### src/rtl/vga_layer_scheduler_pkg.sv
// Shared encodings for the VGA layer scheduler: layer select codes, overlay FSM
// states and the mode codes mirrored from the VGA parameter header.
package vga_layer_scheduler_pkg;

  typedef enum logic [3:0] {
    LAYER_BLANK   = 4'd0,
    LAYER_BASE    = 4'd1,
    LAYER_NOTES   = 4'd2,
    LAYER_PROCESS = 4'd3,
    LAYER_REC     = 4'd4,
    LAYER_SAVEDEL = 4'd5
  } layer_e;

  typedef enum logic [1:0] {
    OVL_IDLE    = 2'd0,
    OVL_REC     = 2'd1,
    OVL_CONFIRM = 2'd2,
    OVL_HOLD    = 2'd3
  } ovl_state_e;

  // Same values as the VGA parameter header so mode_req passes through untouched.
  localparam logic [7:0] MODE_WELCOME  = 8'd0;
  localparam logic [7:0] MODE_MENU     = 8'd1;
  localparam logic [7:0] MODE_PLAY     = 8'd2;
  localparam logic [7:0] MODE_LEARN    = 8'd3;
  localparam logic [7:0] MODE_GAME     = 8'd4;
  localparam logic [7:0] MODE_SETTINGS = 8'd5;

  localparam logic [9:0] FRAME_CNT_MAX = 10'd1023;

  // Block modes draw falling blocks, the progress bar and the notes keyboard;
  // every other code is a full-screen page.
  function automatic logic is_block_mode(input logic [7:0] mode);
    return (mode == MODE_PLAY) || (mode == MODE_LEARN) || (mode == MODE_GAME);
  endfunction

endpackage

### src/rtl/vga_layer_scheduler_tick.sv
// Frame-start pulse generator and saturating per-state frame counter.
module vga_frame_tick
  import vga_layer_scheduler_pkg::*;
(
  input  logic       vga_clk,
  input  logic       rst_n,
  input  logic [9:0] pos_x,
  input  logic [9:0] pos_y,
  input  logic       clr,
  output logic       frame_start,
  output logic [9:0] cnt
);

  // NOTE: state registers use non-blocking assignments so every flop samples
  // the pre-edge value of its neighbours regardless of statement order.
  always_ff @(posedge vga_clk or negedge rst_n) begin
    if (!rst_n) begin
      frame_start <= 1'b0;
      cnt         <= '0;
    end else begin
      frame_start <= (pos_x == 10'd0) && (pos_y == 10'd0);
      if (clr)
        cnt <= '0;
      else if (frame_start && (cnt != FRAME_CNT_MAX))
        cnt <= cnt + 10'd1;
    end
  end

endmodule

### src/rtl/vga_layer_scheduler.sv
// Frame-synchronous mode commit, REC/popup overlay sequencing and registered
// layer select. Optional VGA_SCHED_BLANK_SWITCH_EN blanks the frame after a mode change.
module vga_layer_scheduler
  import vga_layer_scheduler_pkg::*;
#(
  parameter logic [7:0] BLINK_FRAMES = 8'd30,
  parameter logic [9:0] POPUP_FRAMES = 10'd600,
  parameter logic [7:0] HOLD_FRAMES  = 8'd15,
  parameter logic [9:0] TOP_BAR_Y    = 10'd5,
  parameter logic [9:0] PLAY_Y_MAX   = 10'd384,
  parameter logic [9:0] NOTES_Y_MIN  = 10'd416
) (
  input  logic       vga_clk,
  input  logic       rst_n,
  input  logic [9:0] pos_x,
  input  logic [9:0] pos_y,
  input  logic [7:0] mode_req,
  input  logic       recording,
  input  logic       handling_rec,
  output logic [7:0] mode_frame,
  output logic       frame_start,
  output logic [3:0] layer_sel,
  output logic       rec_visible,
  output logic       popup_visible,
  output logic       popup_timeout
);

  ovl_state_e ovl_q, ovl_d;
  logic [9:0] frame_cnt;
  logic       cnt_clr;
  logic       timeout_d;
  logic       blink_odd;
  logic       block_mode;
  layer_e     layer_d;

  vga_frame_tick u_tick (
    .vga_clk     (vga_clk),
    .rst_n       (rst_n),
    .pos_x       (pos_x),
    .pos_y       (pos_y),
    .clr         (cnt_clr),
    .frame_start (frame_start),
    .cnt         (frame_cnt)
  );

  // NOTE: every variable written here gets a default first, so no path can
  // leave it unassigned and infer a latch.
  always_comb begin
    ovl_d     = ovl_q;
    timeout_d = 1'b0;
    if (frame_start) begin
      case (ovl_q)
        OVL_IDLE:
          if (recording) ovl_d = OVL_REC;
        OVL_REC:
          if (!recording) ovl_d = handling_rec ? OVL_CONFIRM : OVL_IDLE;
        OVL_CONFIRM:
          if (!handling_rec) begin
            ovl_d = OVL_HOLD;
          end else if (frame_cnt == POPUP_FRAMES - 10'd1) begin
            ovl_d     = OVL_HOLD;
            timeout_d = 1'b1;
          end
        OVL_HOLD:
          if (frame_cnt >= {2'b00, HOLD_FRAMES}) ovl_d = OVL_IDLE;
        default: ovl_d = OVL_IDLE;
      endcase
    end
  end

  // The counter restarts on every state change so each state times from zero.
  assign cnt_clr       = (ovl_d != ovl_q);
  assign blink_odd     = ((frame_cnt / {2'b00, BLINK_FRAMES}) & 10'd1) != 10'd0;
  assign rec_visible   = (ovl_q == OVL_REC) && !blink_odd;
  assign popup_visible = (ovl_q == OVL_CONFIRM);
  assign block_mode    = is_block_mode(mode_frame);

`ifdef VGA_SCHED_BLANK_SWITCH_EN
  logic blank_frame;

  always_ff @(posedge vga_clk or negedge rst_n) begin
    if (!rst_n)
      blank_frame <= 1'b0;
    else if (frame_start)
      blank_frame <= (mode_req != mode_frame);
  end
`endif

  always_comb begin
    layer_d = LAYER_BLANK;
    if (block_mode && (pos_y <= TOP_BAR_Y))
      layer_d = LAYER_PROCESS;
    else if (rec_visible)
      layer_d = LAYER_REC;
    else if (popup_visible)
      layer_d = LAYER_SAVEDEL;
    else if (!block_mode || (pos_y <= PLAY_Y_MAX))
      layer_d = LAYER_BASE;
    else if (pos_y >= NOTES_Y_MIN)
      layer_d = LAYER_NOTES;
`ifdef VGA_SCHED_BLANK_SWITCH_EN
    if (blank_frame)
      layer_d = LAYER_BLANK;
`endif
  end

  always_ff @(posedge vga_clk or negedge rst_n) begin
    if (!rst_n) begin
      ovl_q         <= OVL_IDLE;
      popup_timeout <= 1'b0;
      mode_frame    <= MODE_WELCOME;
      layer_sel     <= LAYER_BLANK;
    end else begin
      ovl_q         <= ovl_d;
      popup_timeout <= timeout_d;
      layer_sel     <= layer_d;
      if (frame_start)
        mode_frame <= mode_req;
    end
  end

endmodule

### config.mk
export PLATFORM = sky130hd
export DESIGN_NAME = vga_layer_scheduler
export DESIGN_NICKNAME = d
export VERILOG_FILES = /design/src/rtl/vga_layer_scheduler_pkg.sv /design/src/rtl/vga_layer_scheduler_tick.sv /design/src/rtl/vga_layer_scheduler.sv
export SDC_FILE = /design/constraint.sdc
export NUM_CORES = 1
export LEC_CHECK = 0
export BUFFER_PORTS_ARGS = -buffer_cell sky130_fd_sc_hd__buf_2
export CAP_MARGIN = 20
export CORE_MARGIN = 3
export CORE_UTILIZATION = 40
export CTS_BUF_LIST = sky130_fd_sc_hd__clkbuf_8
export DETAILED_ROUTE_END_ITERATION = 12
export HOLD_SLACK_MARGIN = 0.05
export PLACE_DENSITY = 0.74
export SLEW_MARGIN = 10
export SYNTH_ARGS = -nofsm -noshare
export SYNTH_HDL_FRONTEND = slang
export SYNTH_HIERARCHICAL = 1
export SYNTH_SLANG_ARGS = --single-unit
### constraint.sdc
create_clock -name vga_clk -period 3.46 [get_ports vga_clk]
set_input_delay 0.519 -clock vga_clk [delete_from_list [all_inputs] [get_ports vga_clk]]
set_output_delay 0.519 -clock vga_clk [all_outputs]
set_load 0.01 [all_outputs]
* After elaboration in Yosys (flattened, before gate mapping) *
Cells that the tools add are included.

cells by class
  $add $sub $neg = 1
  div/mod/pow operators = 1
  magnitude comparators = 4
  equal/unequal tests = 9
  muxes and demuxes = 19
  reductions and logical operators = 13

operator list
  operator                                                                 number
  10-bit zero test                                                         2
  10-bit 2-to-1 mux                                                        2
  2-bit 2-to-1 mux                                                         9
  8-bit by 2-bit == test with 1-bit output (second input constant)         2
  10-bit by 1-bit adder with 10-bit output (second input constant)         1
  10-bit by 5-bit divider with 10-bit output (second input constant)       1
  10-bit == test (second input constant)                                   1
  10-bit by 4-bit >= comparator with 1-bit output (second input constant)  1
  10-bit by 9-bit >= comparator with 1-bit output (second input constant)  1
  10-bit by 3-bit <= comparator with 1-bit output (second input constant)  1
  10-bit by 9-bit <= comparator with 1-bit output (second input constant)  1
  10-bit inequality test (second input constant)                           1
  3-bit 2-to-1 mux                                                         3
  8-bit by 3-bit == test with 1-bit output (second input constant)         1
  2-bit one-hot mux with 4 select lines                                    1
  2-bit == test (second input constant)                                    2
  1-bit logical AND                                                        4
  1-bit 2-to-1 mux                                                         4
  1-bit logical OR                                                         3
  2-bit by 1-bit == test with 1-bit output (second input constant)         1
  1-bit zero test                                                          2
  2-bit zero test                                                          1
  2-bit inequality test                                                    1
  2-bit nonzero test                                                       1

word-level totals
  register bits after elaboration = 26
  input port bits = 32
  output and inout port bits = 16
  word-level logic and storage cells = 53

* Longest topological paths before layout *
Gate-level depths: netlist of the first run.

  depth after elaboration = 9
  gate-level depth with buffers = 13
  mapped depth without buffers = 11

* Hierarchy *
The synthesis of the first run kept the hierarchy.

by module, submodules not included
  module               times used  cells each  area each (um^2)
  vga_layer_scheduler  1           126         1,129.8
  vga_frame_tick       1           77          719.4

* Worst setup path before layout of the first run *
No wires, ideal clock.

  path type = register to output
  start = register u_tick.cnt[8]
  end = output rec_visible
  arrival = 2.227 ns
  setup slack = 0.714 ns
  stages on the path, launching flop included = 9
  path buffers = 1
  cell sequence = dfrtp_1 -> buf_6 -> and2_4 -> maj3_2 -> o22ai_1 -> a21boi_0 -> o311ai_2 -> o21ai_2 -> a2111oi_4

on the way
  cells in the longest elaborated chain, start to end = 3

ends and longest elaborated chain
  item                                        line                            RTL
  start: declaration                          vga_layer_scheduler_tick.sv:11  output logic [9:0] cnt
  start signal: assignment                    vga_layer_scheduler_tick.sv:25  cnt <= cnt + 10'd1;
  10-bit by 5-bit divider with 10-bit output  vga_layer_scheduler.sv:73       assign blink_odd = ((frame_cnt / {2'b00, BLINK_FRAMES}) & 10'd1) != 10'd0;
  1-bit zero test                             vga_layer_scheduler.sv:74       assign rec_visible = (ovl_q == OVL_REC) && !blink_odd;
  1-bit logical AND                           vga_layer_scheduler.sv:74
  end: declaration                            vga_layer_scheduler.sv:23       output logic rec_visible,

Every way passes these cells.

* Worst setup path after layout of the first run *
Same ends and word-level chain as after synthesis.

==> summary.txt, run 1 <==
Setup path
  – CP required: 2.94 ns
  – CP Data Arrival Time: 2.72 ns
  – Setup slack, reg-to-reg: between 0.6 and 0.7 ns
  – R2r startpoint: u_tick/cnt[7]$_DFFE_PN0P_
  – Critical path startpoint: u_tick/cnt[8]$_DFFE_PN0P_
  – Setup crit end: rec_visible
  – Setup crit end kind: primary output
  – Worst R2R Path Depth: 10
  – Startpoint types: flip-flop
  – Critical R2R Capture: u_tick/cnt[1]$_DFFE_PN0P_
  – CP Max Fanout: 12
  – Critical path class: reg -> out

STA
  – Hold Vio Cnt, Final: 0
  – Normalized max-slew margin: roughly 50%
  – Fin Setup TNS: 0 ns
  – Setup Viol. Count Final: 0
  – Max-slew violations: 0
  – Top achievable clock speed: between 300 and 400 MHz
  – Slew @ Worst Pin: roughly 0.75 ns
  – Min cycle time layout: 3.24 ns
  – RSZ-0062 raised after global routing: no
  – Final period util: 93.7%
  – Hold_ws: 0.234 ns
  – Skew final: 0.00155 ns

Clock tree
  – Clock sink total: 25
  – Worst-Skew Late Latency: 0.27 ns
  – TritonCTS clock tree: done
  – TritonCTS Buffers: 3
  – H-tree levels: 1
  – Maximum root-to-sink buffer count: 2
  – Clk pin slew, worst setup/hold paths: roughly 0.09 ns
  – Clock root buffer: clkbuf_8

GRT
  – Antenna violations before repair: 0
  – Largest net degree at the start of global routing: 26
  – Vias in the first global route: ~1600
  – GRT Util Overall: around 17%
  – GRT overflow: 0
  – First-pass GRT wire length: around 7400 um

Power
  – Switch share: 22.4%
  – Combinational power share: under 10%
  – Sequential group share of total power: between 50% and 60%
  – Maximum VDD drop: around 220 uV
  – P_int: ~0.39 mW
  – Switching Power: approximately 0.11 mW
  – Pwr/cell area: 234 nW/um2
  – Power consumption: approximately 0.50 mW
  – Clock power share: a little over a third
  – P_leak: 0.961 nW

Yosys
  – #FFs+latches synth: 25
  – Count of cell types in the netlist: 62
  – Warnings, synthesis: 6
  – Cell with the most instances after synthesis: dfrtp_1
  – Post-Synthesis Cells: just over 200
  – Top cells by area, synth: dfrtp_1 34%, mux2_2 5.5%, nor4_1 3.0%
  – Syn Nets: roughly 240
  – Synth top cells by count: 25 x dfrtp_1, 13 x nand2_1, 11 x nor2_1
  – Average size of a mapped cell: 9.11 um2
  – Asr flop ratio synth: 100%
  – Prevailing post-synth register cell: dfrtp_1
  – Leading area contributor after synthesis: dfrtp_1
  – Post-synth EDFFs: 0
  – Seq/Total Area, Yosys: 33.8%
  – Synth Cell Area: approximately 1800 um2
  – Top cell type's share of synthesized area: between 30% and 40%

Die
  – I/O pins: 48
  – Die height: about 74 um
  – Core Area: ~4400 um2
  – Die ar.: 5480 um2
  – Initial Util: 41.9%
  – Row cnt: 24
  – Die X: around 74 um

Route
  – Iter 0 DRT Violations: a little under 90
  – Drt pass-1 iters: 4
  – Vias per std cell: roughly 5.9
  – Antenna viol nets, final: 0
  – Via count: approximately 1700
  – Post-Route WL: roughly 4400 um
  – Residual DRC: 0
  – Routed WL per cell: approximately 15 um

Place
  – Placed inst area: between 2000 and 2500 um2
  – GPL Wtd Cong: 0.862
  – Buffers added on ports: 46
  – DP Wirelength: about 3200 um

Layout
  – Share of cells above drive strength 1: 35.0%
  – Antenna diodes: 0
  – Layout Nets: 277
  – Area grow syn2layout: 15.6%
  – Final instance area: 2140 um2

Status
  – Outcome: finished, final reports clean

Hold path
  – Min-Delay Path Class: in -> async

Job
  – Max-cap violations: 0
routing by layer:
layer	vias up	wire length [um]	GRT usage, %	part of all wire [%]
li1	863	-	-	-
met1	830	2000	22.8	45
met2	28	2220	28.0	50
met3	6	161	3.78	3.6
met4	0	51	5.03	1.2
met5	-	0	0	0
placed cells by master (no fill, tap or decap), types with 6 or more instances in the layout:
master	count
buf_2	46
dfrtp_1	20
nand2_1	13
nor2_1	11
a21oi_1	9
nand3_1	9
mux2_2	9
nor4_1	9
a31oi_1	6
worst max-delay path: stages, from the launching register on:
cell and delay, ns:
dfrtp_2 0.50, buf_4 0.19, maj3_1 0.38, nor2_1 0.11
o22ai_1 0.10, a21boi_0 0.22, o311ai_2 0.15, a21boi_2 0.19
a2111oi_4 0.41, buf_2 0.20
power groups by stage:
| stage | Combinational (mW) | Sequential (mW) | Clock [mW] |
|---|---|---|---|
| floorplan | 0.00730 | 0.298 | 0 |
| global placement | 0.0315 | 0.298 | 0 |
| detailed placement | 0.0321 | 0.298 | 0 |
| CTS | 0.0322 | 0.292 | 0.185 |
| global route | 0.0364 | 0.292 | 0.197 |
| finish | 0.0314 | 0.292 | 0.177 |
flip-flops by register name, indices dropped and copies added (netlist names):
register / flops
ovl_q: 2
mode_frame: 8
u_tick/cnt: 10
popup_timeout: 1
layer_sel: 3
u_tick/frame_start: 1
metrics by stage:
step / instances / utilization, % / worst slack, ns
6_report: 295 / 48.4 / 0.218
3_3_place_gp: 291 / 47.3 / 0.432
3_5_place_dp: 291 / 47.3 / 0.352
2_1_floorplan: 203 / - / 0.714
4_1_cts: 295 / 48.3 / 0.0461
5_1_grt: 295 / 48.4 / 0.0165
layout make-up:
cell class	instances	area [um2]
Tap cell	52	65.1
Multi-Input combinational cell	159	1120
Clock buffer	3	41.3
Clock inverter	1	5.00
Sequential cell	25	632
Inverter	5	18.8
Fill cell	446	2280
Timing Repair Buffer	50	260
worst min-delay path by stage:
stage          slack (ns)  cells after the start                       from                        end
3_5_place_dp         0.52                      1  mode_frame[5]$_DFFE_PN0P_  mode_frame[5]$_DFFE_PN0P_
3_3_place_gp         0.51                      1  mode_frame[5]$_DFFE_PN0P_  mode_frame[5]$_DFFE_PN0P_
6_report             0.23                      1                      rst_n  u_tick/cnt[7]$_DFFE_PN0P_
5_1_grt              0.26                      1                      rst_n  u_tick/cnt[9]$_DFFE_PN0P_
4_1_cts              0.25                      1                      rst_n  u_tick/cnt[9]$_DFFE_PN0P_
2_1_floorplan        0.22                      0                      rst_n     layer_sel[0]$_DFF_PN0_
kinds of logic (layout without fill, tap and decap cells):
logic type / after synthesis / after routing / synth area share (%)
simple gates: 87 / 87 / 27.9
compound gates: 52 / 52 / 21.4
flops: 25 / 25 / 33.8
buf+inv: 19 / 59 / 5.82
mux: 13 / 13 / 7.65
fa+ha+maj: 3 / 3 / 1.83
xor+xnor: 3 / 3 / 1.42
other cells: 1 / 1 / 0.203
what timing repair did:
| item | 4_1_cts | 5_1_grt |
|---|---|---|
| endpoints found under the setup margin | 0 | 1 |
| buffers inserted | 0 | 0 |
| hold buffers | 0 | 0 |
| gates resized for setup | 0 | 5 |
(Power assumes the default switching activity.)
==> inputs of run 2 (changes only) <==
--- a/config.mk
+++ b/config.mk
@@ -8,11 +8,11 @@
 export BUFFER_PORTS_ARGS = -buffer_cell sky130_fd_sc_hd__buf_2
 export CAP_MARGIN = 20
 export CORE_MARGIN = 3
-export CORE_UTILIZATION = 40
+export CORE_UTILIZATION = 50
 export CTS_BUF_LIST = sky130_fd_sc_hd__clkbuf_8
 export DETAILED_ROUTE_END_ITERATION = 12
 export HOLD_SLACK_MARGIN = 0.05
-export PLACE_DENSITY = 0.74
+export PLACE_DENSITY = 0.87
 export SLEW_MARGIN = 10
 export SYNTH_ARGS = -nofsm -noshare
 export SYNTH_HDL_FRONTEND = slang
==> constraint.sdc (replaced) <==
create_clock -name vga_clk -period 3.46 [get_ports vga_clk]
set_input_delay 0.173 -clock vga_clk [delete_from_list [all_inputs] [get_ports vga_clk]]
set_output_delay 0.173 -clock vga_clk [all_outputs]
set_load 0.01 [all_outputs]
==> run 2 against run 1 <==
Net effect: combinational power rose by 4%; largest cell class unchanged; critical path depth shrank 1; register-to-register slack got worse by 0.11 ns; highest routed layer unchanged; fmax rose by 2.4%.
==> summary.txt, run 2 (synthesis gave the netlist of run 1 again) <==
Setup path
  – Critical R2R Capture: u_tick/cnt[1]$_DFFE_PN0P_
  – Crit-path max cell delay: 0.72 ns (+0.22 ns)
  – CP required: 3.29 ns (+0.35 ns)
  – CP Max Fanout: 21 (+9)
  – Slowest CP cell: dfrtp_1
  – Critical path startpoint: u_tick/cnt[6]$_DFFE_PN0P_
  – Worst R2R Path Depth: 9 (-1)
  – R2r startpoint: u_tick/cnt[5]$_DFFE_PN0P_
  – Setup crit end: rec_visible
  – Critical path class: reg -> out
  – Setup crit end kind: primary output
  – Cell Chain, Critical Path: nand3_1, o21ai_0, mux2i_1, or4b_1, o311ai_2, o21ai_2, a2111oi_4, buf_2
  – CP Data Arrival Time: 2.99 ns (+0.27 ns)
  – Setup slack, reg-to-reg: 0.58 ns (-0.11 ns)
  – Startpoint types: flip-flop

STA
  – Slew @ Worst Pin: 0.753 ns (+0.00511 ns)
  – Fin Setup TNS: 0 ns (unchanged)
  – Top achievable clock speed: 316 MHz (+2.4%)
  – Max-slew violations: 0 (unchanged)
  – Final period util: 91.5% (-2.2 points)
  – Min cycle time layout: 3.17 ns (-0.0759 ns)
  – Normalized max-slew margin: 49.8% (-0.34 points)
  – Setup Viol. Count Final: 0 (unchanged)
  – Hold Vio Cnt, Final: 0 (unchanged)
  – RSZ-0062 raised after global routing: no
  – Hold_ws: 0.118 ns (-0.116 ns)
  – Skew final: 0.00170 ns (+0.000149 ns)

Layout
  – Area grow syn2layout: 13.9%
  – Largest registers: u_tick/cnt (10), mode_frame (8), layer_sel (3)
  – Most common cell after layout, fill and taps aside: buf_2
  – Non-filler cells, final: 286 (-3.1%)
  – Most flops, register: u_tick/cnt
  – Commonest non-fill, non-tap cells in the layout: 46 x buf_2, 25 x dfrtp_1, 13 x nand2_1
  – Max reg flops: 10 (unchanged)
  – Antenna diodes: 0 (unchanged)
  – Final Util: 61.2% (+13 points)
  – Share of cells above drive strength 1: 31.7% (-3.3 points)
  – Layout Nets: 274 (-1.1%)

Place
  – DP Wirelength: 3030 um (-6.4%)
  – GPL Wtd Cong: 0.801 (-7.0%)
  – Buffers added on ports: 46 (unchanged)
  – Placed Cells: 281 (-3.4%)

Die
  – Initial Util: 53.7% (+12 points)
  – Die height: 66.8 um (-9.7%)
  – Core Area: 3440 um2 (-22%)
  – Row cnt: 21 (-13%)
  – Die ar.: 4460 um2 (-18%)
  – Die X: 66.8 um (-9.7%)
  – I/O pins: 48 (unchanged)

GRT
  – Largest net degree at the start of global routing: 26 (unchanged)
  – GRT overflow: 0 (unchanged)
  – GRT Util Overall: 20.4% (+3.3 points)
  – First-pass GRT wire length: 7170 um (-3.7%)
  – Antenna violations before repair: 0 (unchanged)
  – Vias in the first global route: 1582 (-2.0%)

Route
  – Vias per std cell: 6.02 (+2.9%)
  – Residual DRC: 0 (unchanged)
  – Routed WL per cell: 14.6 um (-2.9%)
  – Iter 0 DRT Violations: 124 (+39%)
  – Via count: 1723 (-0.23%)
  – Drt pass-1 iters: 4 (unchanged)
  – Post-Route WL: 4170 um (-5.9%)
  – Antenna viol nets, final: 0 (unchanged)

Power
  – P_int: 0.390 mW (+0.44%)
  – Switch share: 22.0% (-0.42 points)
  – Maximum VDD drop: 292 uV (+32%)
  – Sequential group share of total power: 58.4% (about the same)
  – Switching Power: 0.110 mW (-2.0%)
  – Combinational power share: 6.5% (+0.2 points)
  – P_leak: 0.947 nW (-1.5%)
  – Power consumption: 0.500 mW (about the same)
  – Clock power share: 35.1% (-0.3 points)
  – Pwr/cell area: 237 nW/um2 (+1.4%)

Clock tree
  – TritonCTS Buffers: 3 (unchanged)
  – CTS-repair resized insts: 0 (unchanged)
  – Maximum root-to-sink buffer count: 2 (unchanged)
  – Worst-Skew Late Latency: 0.27 ns (about the same)
  – H-tree levels: 1 (unchanged)
  – Setup repair bufs after CTS: 0 (unchanged)
  – Clock root buffer: clkbuf_8
  – Clk pin slew, worst setup/hold paths: 0.09 ns (about the same)
  – Clock sink total: 25 (unchanged)
  – TritonCTS clock tree: done

Hold path
  – Min-Delay Path Class: in -> reg

Status
  – Outcome: finished, final reports clean

Job
  – Max-cap violations: 0 (unchanged)
-- run 2: cell types whose count changed in the layout (fill, tap and decap cells not counted) --
cell,change
clkinv_2,-1
dfrtp_2,-5
buf_4,-4
dlygate4sd3_1,+1
dfrtp_1,+5
clkinvlp_4,+1
-- run 2: area by class of cell --
type	instances	area (um2)
fillers	312	1340
multi-input cells	159	1120
flip-flops and latches	25	626
repair buffers	47	240
well taps	46	57.6
clock buffers	3	41.3
inverters	5	18.8
clock inverters	1	7.51
-- run 2: worst max-delay path, delay by kind of cell, from the launching register on --
kind                   cells  cell delay, ns
buffers and inverters      1            0.20
DFF                        1            0.72
AOI/OAI and AO/OA          4            0.90
muxes                      1            0.17
and+or+nand+nor            2            0.73
-- run 2: timing repair --
item / 4_1_cts / 5_1_grt
endpoints found under the setup margin: 0 / 0
hold buffers: 1 / 0
hold endpoints to repair: 25 / 0
-- run 2: routing by layer --
layer  up-vias  GRT usage (%)  routed length [um]
li1        851              -                   -
met1       835           26.8                1910
met2        35           34.9                2090
met3         2           4.05                 143
met4         0           3.55                  20
met5         -              0                   0
-- run 2: worst min-delay path by stage --
stage / startpoint / to / slack, ns / depth (start not counted)
floorplan: rst_n / layer_sel[0]$_DFF_PN0_ / -0.12 / 0
global placement: rst_n / u_tick/cnt[8]$_DFFE_PN0P_ / 0.20 / 1
detailed placement: rst_n / u_tick/cnt[8]$_DFFE_PN0P_ / 0.20 / 1
CTS: pos_x[8] / u_tick/frame_start$_DFF_PN0_ / 0.12 / 4
global route: mode_req[7] / mode_frame[7]$_DFFE_PN0P_ / 0.12 / 2
finish: pos_x[8] / u_tick/frame_start$_DFF_PN0_ / 0.12 / 4
-- run 2: power groups by stage --
| stage | sequential (mW) | combinational, mW | clock [mW] |
|---|---|---|---|
| final | 0.292 | 0.0325 | 0.175 |
| after global routing | 0.292 | 0.0372 | 0.197 |
| after CTS | 0.292 | 0.0332 | 0.183 |
| after detailed placement | 0.298 | 0.0322 | 0 |
| after global placement | 0.298 | 0.0312 | 0 |
| after floorplan | 0.298 | 0.00730 | 0 |
-- run 2: metrics by stage --
step | setup slack, ns | area, um2
3_3_place_gp | 0.699 | 2050
3_5_place_dp | 0.613 | 2050
5_1_grt | 0.0731 | 2110
4_1_cts | 0.302 | 2110
2_1_floorplan | 0.960 | 1850
6_report | 0.294 | 2110
